`src/rtl/avg_divide.sv`:
```
// avg_divide: frame averager back end. A frame counter snoops the
// data_first/data_last strobes; when the upstream sum stage reports a frame
// sum, a restoring divider produces floor(sum/count) and sum mod count.
//
// Handshake: sum_valid is a one-cycle pulse with no back-pressure. It is
// accepted only in IDLE (busy=0). A pulse seen while busy=1 is dropped and
// flagged on ovr in the same cycle. out_valid is a one-cycle pulse, and
// avg_out/rem_out hold their value until the next pulse.
module avg_divide #(
    parameter int NOF_BITS = 32,
    parameter int CNT_BITS = 16
) (
    input  logic                clk,
    input  logic                rst_n,
    input  logic                data_first,
    input  logic                data_last,
    input  logic                sum_valid,
    input  logic [NOF_BITS:0]   sum_in,
    output logic [NOF_BITS-1:0] avg_out,
    output logic [CNT_BITS-1:0] rem_out,
    output logic                out_valid,
    output logic                busy,
    output logic                ovr
);

    localparam int SW = NOF_BITS + 1;        // dividend / raw quotient width
    localparam int BW = $clog2(SW + 1);      // iteration counter width

    typedef enum logic [1:0] {S_IDLE, S_DIV, S_DONE} state_t;

    // Frame counter state
    logic [CNT_BITS-1:0] cnt_q, cnt_d;
    logic [CNT_BITS-1:0] div_cnt_q, div_cnt_d;
    logic                counting_q, counting_d;
    logic [CNT_BITS-1:0] cnt_inc;

    // Divider state
    state_t              state_q, state_d;
    logic [BW-1:0]       bit_cnt_q, bit_cnt_d;
    logic [SW-1:0]       quo_q, quo_d;
    logic [CNT_BITS-1:0] rem_q, rem_d;
    logic [CNT_BITS-1:0] divisor_q, divisor_d;
    logic                div_zero_q, div_zero_d;
    logic [NOF_BITS-1:0] avg_q, avg_d;
    logic [CNT_BITS-1:0] rem_out_q, rem_out_d;
    logic                out_valid_q, out_valid_d;
    logic                busy_q, busy_d;

    // One restoring-division step
    logic [CNT_BITS:0]   trial;
    logic [CNT_BITS:0]   diff;
    logic                ge;
    logic [CNT_BITS-1:0] rem_step;
    logic [SW-1:0]       quo_step;

    // Frame counter: saturating count, latched into div_cnt on data_last
    always_comb begin
        cnt_inc    = (cnt_q == {CNT_BITS{1'b1}}) ? cnt_q : cnt_q + 1'b1;
        cnt_d      = cnt_q;
        div_cnt_d  = div_cnt_q;
        counting_d = counting_q;
        if (counting_q) begin
            // data_first mid-frame is just another sample
            cnt_d = cnt_inc;
            if (data_last) begin
                div_cnt_d  = cnt_inc;
                counting_d = 1'b0;
            end
        end else if (data_first) begin
            cnt_d = CNT_BITS'(1);
            if (data_last) begin
                div_cnt_d = CNT_BITS'(1);
            end else begin
                counting_d = 1'b1;
            end
        end
    end

    // Frame counter registers
    always_ff @(posedge clk or negedge rst_n) begin
        if (!rst_n) begin
            cnt_q      <= '0;
            div_cnt_q  <= '0;
            counting_q <= 1'b0;
        end else begin
            cnt_q      <= cnt_d;
            div_cnt_q  <= div_cnt_d;
            counting_q <= counting_d;
        end
    end

    // Divider step: shift next dividend bit into the partial remainder
    always_comb begin
        trial    = {rem_q, quo_q[SW-1]};
        diff     = trial - {1'b0, divisor_q};
        ge       = (trial >= {1'b0, divisor_q});
        rem_step = ge ? diff[CNT_BITS-1:0] : trial[CNT_BITS-1:0];
        quo_step = {quo_q[SW-2:0], ge};
    end

    // Divider FSM next state; results are loaded on the last DIV step so
    // out_valid is high while the FSM sits in DONE
    always_comb begin
        state_d     = state_q;
        bit_cnt_d   = bit_cnt_q;
        quo_d       = quo_q;
        rem_d       = rem_q;
        divisor_d   = divisor_q;
        div_zero_d  = div_zero_q;
        avg_d       = avg_q;
        rem_out_d   = rem_out_q;
        out_valid_d = 1'b0;
        busy_d      = busy_q;
        case (state_q)
            S_IDLE: begin
                busy_d = 1'b0;
                if (sum_valid) begin
                    quo_d      = sum_in;
                    rem_d      = '0;
                    divisor_d  = div_cnt_q;
                    div_zero_d = (div_cnt_q == '0);
                    bit_cnt_d  = BW'(NOF_BITS);
                    busy_d     = 1'b1;
                    state_d    = S_DIV;
                end
            end
            S_DIV: begin
                quo_d     = quo_step;
                rem_d     = rem_step;
                bit_cnt_d = bit_cnt_q - 1'b1;
                if (bit_cnt_q == '0) begin
                    // Quotient top bit is dropped: sum <= count*max sample
                    avg_d       = div_zero_q ? '0 : quo_step[NOF_BITS-1:0];
                    rem_out_d   = div_zero_q ? '0 : rem_step;
                    out_valid_d = 1'b1;
                    state_d     = S_DONE;
                end
            end
            S_DONE: begin
                busy_d  = 1'b0;
                state_d = S_IDLE;
            end
            default: begin
                busy_d  = 1'b0;
                state_d = S_IDLE;
            end
        endcase
    end

    // Divider FSM registers
    always_ff @(posedge clk or negedge rst_n) begin
        if (!rst_n) begin
            state_q     <= S_IDLE;
            bit_cnt_q   <= '0;
            quo_q       <= '0;
            rem_q       <= '0;
            divisor_q   <= '0;
            div_zero_q  <= 1'b0;
            avg_q       <= '0;
            rem_out_q   <= '0;
            out_valid_q <= 1'b0;
            busy_q      <= 1'b0;
        end else begin
            state_q     <= state_d;
            bit_cnt_q   <= bit_cnt_d;
            quo_q       <= quo_d;
            rem_q       <= rem_d;
            divisor_q   <= divisor_d;
            div_zero_q  <= div_zero_d;
            avg_q       <= avg_d;
            rem_out_q   <= rem_out_d;
            out_valid_q <= out_valid_d;
            busy_q      <= busy_d;
        end
    end

    assign avg_out   = avg_q;
    assign rem_out   = rem_out_q;
    assign out_valid = out_valid_q;
    assign busy      = busy_q;
    // Overrun must flag in the cycle of the rejected pulse, so it is decoded
    // from the registered busy flag rather than registered itself
    assign ovr       = sum_valid & busy_q;

endmodule

```
`config.mk`:
```
export PLATFORM = sky130hd
export DESIGN_NAME = avg_divide
export DESIGN_NICKNAME = d
export VERILOG_FILES = /design/src/rtl/avg_divide.sv
export SDC_FILE = /design/constraint.sdc
export NUM_CORES = 1
export LEC_CHECK = 0
export CAP_MARGIN = 20
export CELL_PAD_IN_SITES_DETAIL_PLACEMENT = 1
export CELL_PAD_IN_SITES_GLOBAL_PLACEMENT = 1
export CORE_MARGIN = 2
export CORE_UTILIZATION = 41
export DETAILED_ROUTE_END_ITERATION = 8
export PLACE_DENSITY_LB_ADDON = 0.1
export SYNTH_ARGS = -nofsm -noshare
export SYNTH_HDL_FRONTEND = slang
export SYNTH_SLANG_ARGS = --single-unit
```
`constraint.sdc`:
```
create_clock -name clk -period 6.1 [get_ports clk]
set_input_delay 0.915 -clock clk [delete_from_list [all_inputs] [get_ports clk]]
set_output_delay 0.915 -clock clk [all_outputs]
set_load 0.03 [all_outputs]
```
==> out/summary.md <==
The run finished with clean final reports. The post-layout minimum cycle time was 3520 ps; the maximum net fanout on the critical path was 36. Clock tree synthesis selected as its root buffer the cell clkbuf_16. The logs give 7,381 for the number of global-route vias before repair and 0 ps for the post-route setup TNS. The startpoint of the most critical setup path was sum_valid.

For the area of the core, the log shows 19,600 um^2. The critical path is of the primary input to output port type. Post-synthesis net count: 960. The tightest min-delay check is of the flip-flop to flip-flop type.

At the end of routability-driven placement, the weighted congestion stood at 0.853. For the number of hold buffers added after cts, the log shows 0. The post-detailed-route wirelength per cell was 18.4 um; the top-level port count was 89. At the pin with the least slew margin, the transition time is 972 ps. The max-slew violation total from the final report is 0, and the fraction of final layout cells sized beyond drive strength 1 is 0.0686. For this block, the initial DRC count from the detailed router was 392. In this run the critical register-to-register path is launched from rem_q[9]. Power spread over the standard cell area amounts to 375 nW/um^2. The number of antenna diodes in the final layout is 0. The cell area that synthesis handed to floorplanning was 8230 um^2.

After synthesis, the mean cell area works out to 9.12 um^2. The run gives 0 as the post-CTS setup-driven buffer insertion count. The sequential cell area in the final layout was 3930 um^2; the clock-pin transition on the worst setup and hold timing paths was 70 ps.

The tools report the number of DRC violations after detailed routing as 0. The ratio of final minimum period to clock period is 0.578, and the synthesis-to-layout area growth is 20.3%. Kind of end point of the critical path: an output port. The area occupied by multi-input gates was 3950 um^2; the number of detailed-routing iterations run before antenna repair was 4.

For the overall die area, the log shows 21,200 um^2. The maximum VDD drop is 233 uV, and the share of async-settable or async-resettable flops after synthesis is 1.00. Among all flip-flop cells after synthesis, the most frequent one is dfrtp_1. The number of hold violations in the final report was 0. Among cell families on the critical path, the largest total delay comes from buffers and inverters.

The maximum number of pins on one net before global-route repair was 105. The critical path goes through clkdlybuf4s50_1 -> buf_4 -> and2_1 -> clkdlybuf4s50_1. Combined global-route utilization of all metal layers: 0.219.

Setup repair after global routing left no endpoint under its margin. TritonCTS built the clock tree. The tools report the number of cells produced by synthesis as 902.

The number of buffer and inverter instances along the worst setup path is 3, and the number of gates given a new drive strength after cts is 0. Yosys mapped a number of flops with a built-in enable equal to 0. The total overflow left after global routing is 0. The worst endpoint data arrival time was 2610 ps. The initial cell density of the core was 0.420.

The run gives 0.352 as the max-slew headroom at the worst pin. The most prevalent standard cell on the critical path was clkdlybuf4s50_1. The routed layout has 7,044 vias. For the worst-case clock buffer depth, the log shows 2. The largest single stage delay on the critical path is 680 ps. For this block, the routed nets add up to 22,900 um of wire. The global-route wire length before repair is 38,400 um. The data required time at the worst endpoint came out at 5180 ps. The total of max-cap violations is 0, and the final HPWL from detailed placement is 15,700 um.

The achievable frequency is 284 MHz. The die is 146 um tall. CTS saw 157 sinks. For this design the static power due to leakage is 0.00420 uW.

Hold timing on the final database bottoms out at a slack of 477 ps. The portion of the post-synthesis area used by sequential elements is 0.477, and the ratio of routed vias to standard cells is 5.68. The startpoint identified for the worst hold timing path is rem_out[3]. The detail route stage leaves a number of antenna-violating nets equal to 0. The number of rows in the core area was 51. The tools report the total number of nets in the final design as 1,021.

STA classifies the critical path startpoint as a primary input. The logs give 430 ps for the clock latency of the later-clocked register in the worst-skew pair and 0 for the synthesis warning total. The initial antenna violation count was 0. On the critical path, the stage with the largest delay is an instance of clkdlybuf4s50_1.

Setup violations remaining at the end of the flow were counted as 0. Clock skew on the completed layout was measured at 11.8 ps. Die width: 146 um.

Counting flops and latches in the post-synthesis netlist gives 157. For the number of fill cells in the layout, the log shows 2,216. For the post-synthesis cell type count, the log shows 64. The number of levels the H-tree was split into was 4; the number of buffers inserted by port buffering was 88. For the clock buffer count from CTS, the log shows 17.
[logic make-up after synthesis]
logic type | after synthesis | share of synthesized area
XOR/XNOR | 23 | 0.0245
multiplexers | 7 | 0.00851
AO/OA/AOI/OAI | 280 | 0.218
flip-flops | 157 | 0.477
buffers and inverters | 90 | 0.0444
adder cells (fa/ha/maj) | 20 | 0.0313
AND/OR/NAND/NOR | 325 | 0.196
[layer usage]
metal / wire (um) / global-route usage / vias to the layer above
met5: 0 / 0 / -
met4: 447 / 0.0701 / 0
met3: 607 / 0.0313 / 36
met2: 11300 / 0.367 / 134
met1: 10500 / 0.295 / 3559
li1: - / - / 3315
[cells in the final DEF, fill, tap and decap left out, types with 7 or more instances in the layout]
cell type	count
clkdlybuf4s50_1	87
inv_1	28
dfrtp_1	157
nor3_1	11
o211ai_1	7
nor2_1	26
nand2b_1	38
o31ai_1	7
o21ai_1	10
clkbuf_16	17
a41oi_1	10
xnor2_1	19
nand3_1	20
a21o_1	7
nand2_1	131
o21ai_0	111
and3_1	8
nor2b_1	41
nand4_1	22
a21oi_1	54
mux2i_1	7
buf_4	15
a22oi_1	32
ha_1	19
[cells in the mapped netlist (5+ instances only)]
library cell | number | area, um^2
dfrtp_1 | 157 | 3930
nand2_1 | 131 | 492
o21ai_0 | 111 | 556
a21oi_1 | 54 | 270
clkbuf_1 | 45 | 169
nor2b_1 | 43 | 269
nand2b_1 | 38 | 238
a22oi_1 | 32 | 240
inv_1 | 28 | 105
nor2_1 | 26 | 97.6
nand4_1 | 22 | 138
nand3_1 | 20 | 100
ha_1 | 19 | 238
xnor2_1 | 19 | 166
nor3_1 | 11 | 55.1
a41oi_1 | 10 | 87.6
buf_2 | 10 | 50.1
o21ai_1 | 10 | 50.1
and3_1 | 8 | 50.1
a21o_1 | 7 | 52.6
mux2i_1 | 7 | 70.1
o211ai_1 | 7 | 52.6
o31ai_1 | 7 | 52.6
and2_1 | 6 | 37.5
nor4_1 | 6 | 37.5
o22ai_1 | 5 | 31.3
[worst register-to-register path, delay by kind of cell, from the launching register on]
kind | cells | cell delay (ps)
DFF | 1 | 440
adders and majority gates | 1 | 410
AOI/OAI and AO/OA | 6 | 2060
[final timing paths]
check / endpoint / slack [ps] / cells after the start
max reg2reg: rem_out[5] / 3080 / 7
min in group asynchronous: avg_out[8] / 610 / 1
max: ovr / 2580 / 4
max in group asynchronous: divisor_q[7] / 4150 / 2
min: rem_out[3] / 480 / 2
min reg2reg: rem_out[3] / 480 / 2
[flip-flops by register name, indices dropped and copies added (netlist names)]
signal / cells
avg_out: 32
bit_cnt_q: 6
busy: 1
cnt_q: 16
counting_q: 1
div_cnt_q: 16
div_zero_q: 1
divisor_q: 16
out_valid: 1
quo_q: 33
rem_out: 16
rem_q: 16
state_q: 2
[per-stage QoR]
stage                      util  power [uW]  cells  setup WS, ps  area [um^2]
after detailed placement  0.475        2640   1207          2580         9300
after global routing      0.505        3940   1241          2520         9900
final                     0.505        3710   1241          2580         9900
after global placement    0.475        2560   1207          2570         9300
after CTS                 0.505        3720   1239          2580         9880
after floorplan               -        2290    902          3520         8230
[report_power, final]
group / internal (uW) / switching, uW
Combinational: 504 / 709
Sequential: 1230 / 206
Clock: 594 / 471
Total: 2330 / 1390
[area by class of cell]
type / instances / area share
multi-input cells: 655 / 0.399
inverters: 29 / 0.0110
flip-flops and latches: 157 / 0.397
repair buffers: 103 / 0.100
clock inverters: 13 / 0.0131
well taps: 265 / 0.0335
clock buffers: 19 / 0.0458
Note: power is estimated with default switching activity, not from simulation.
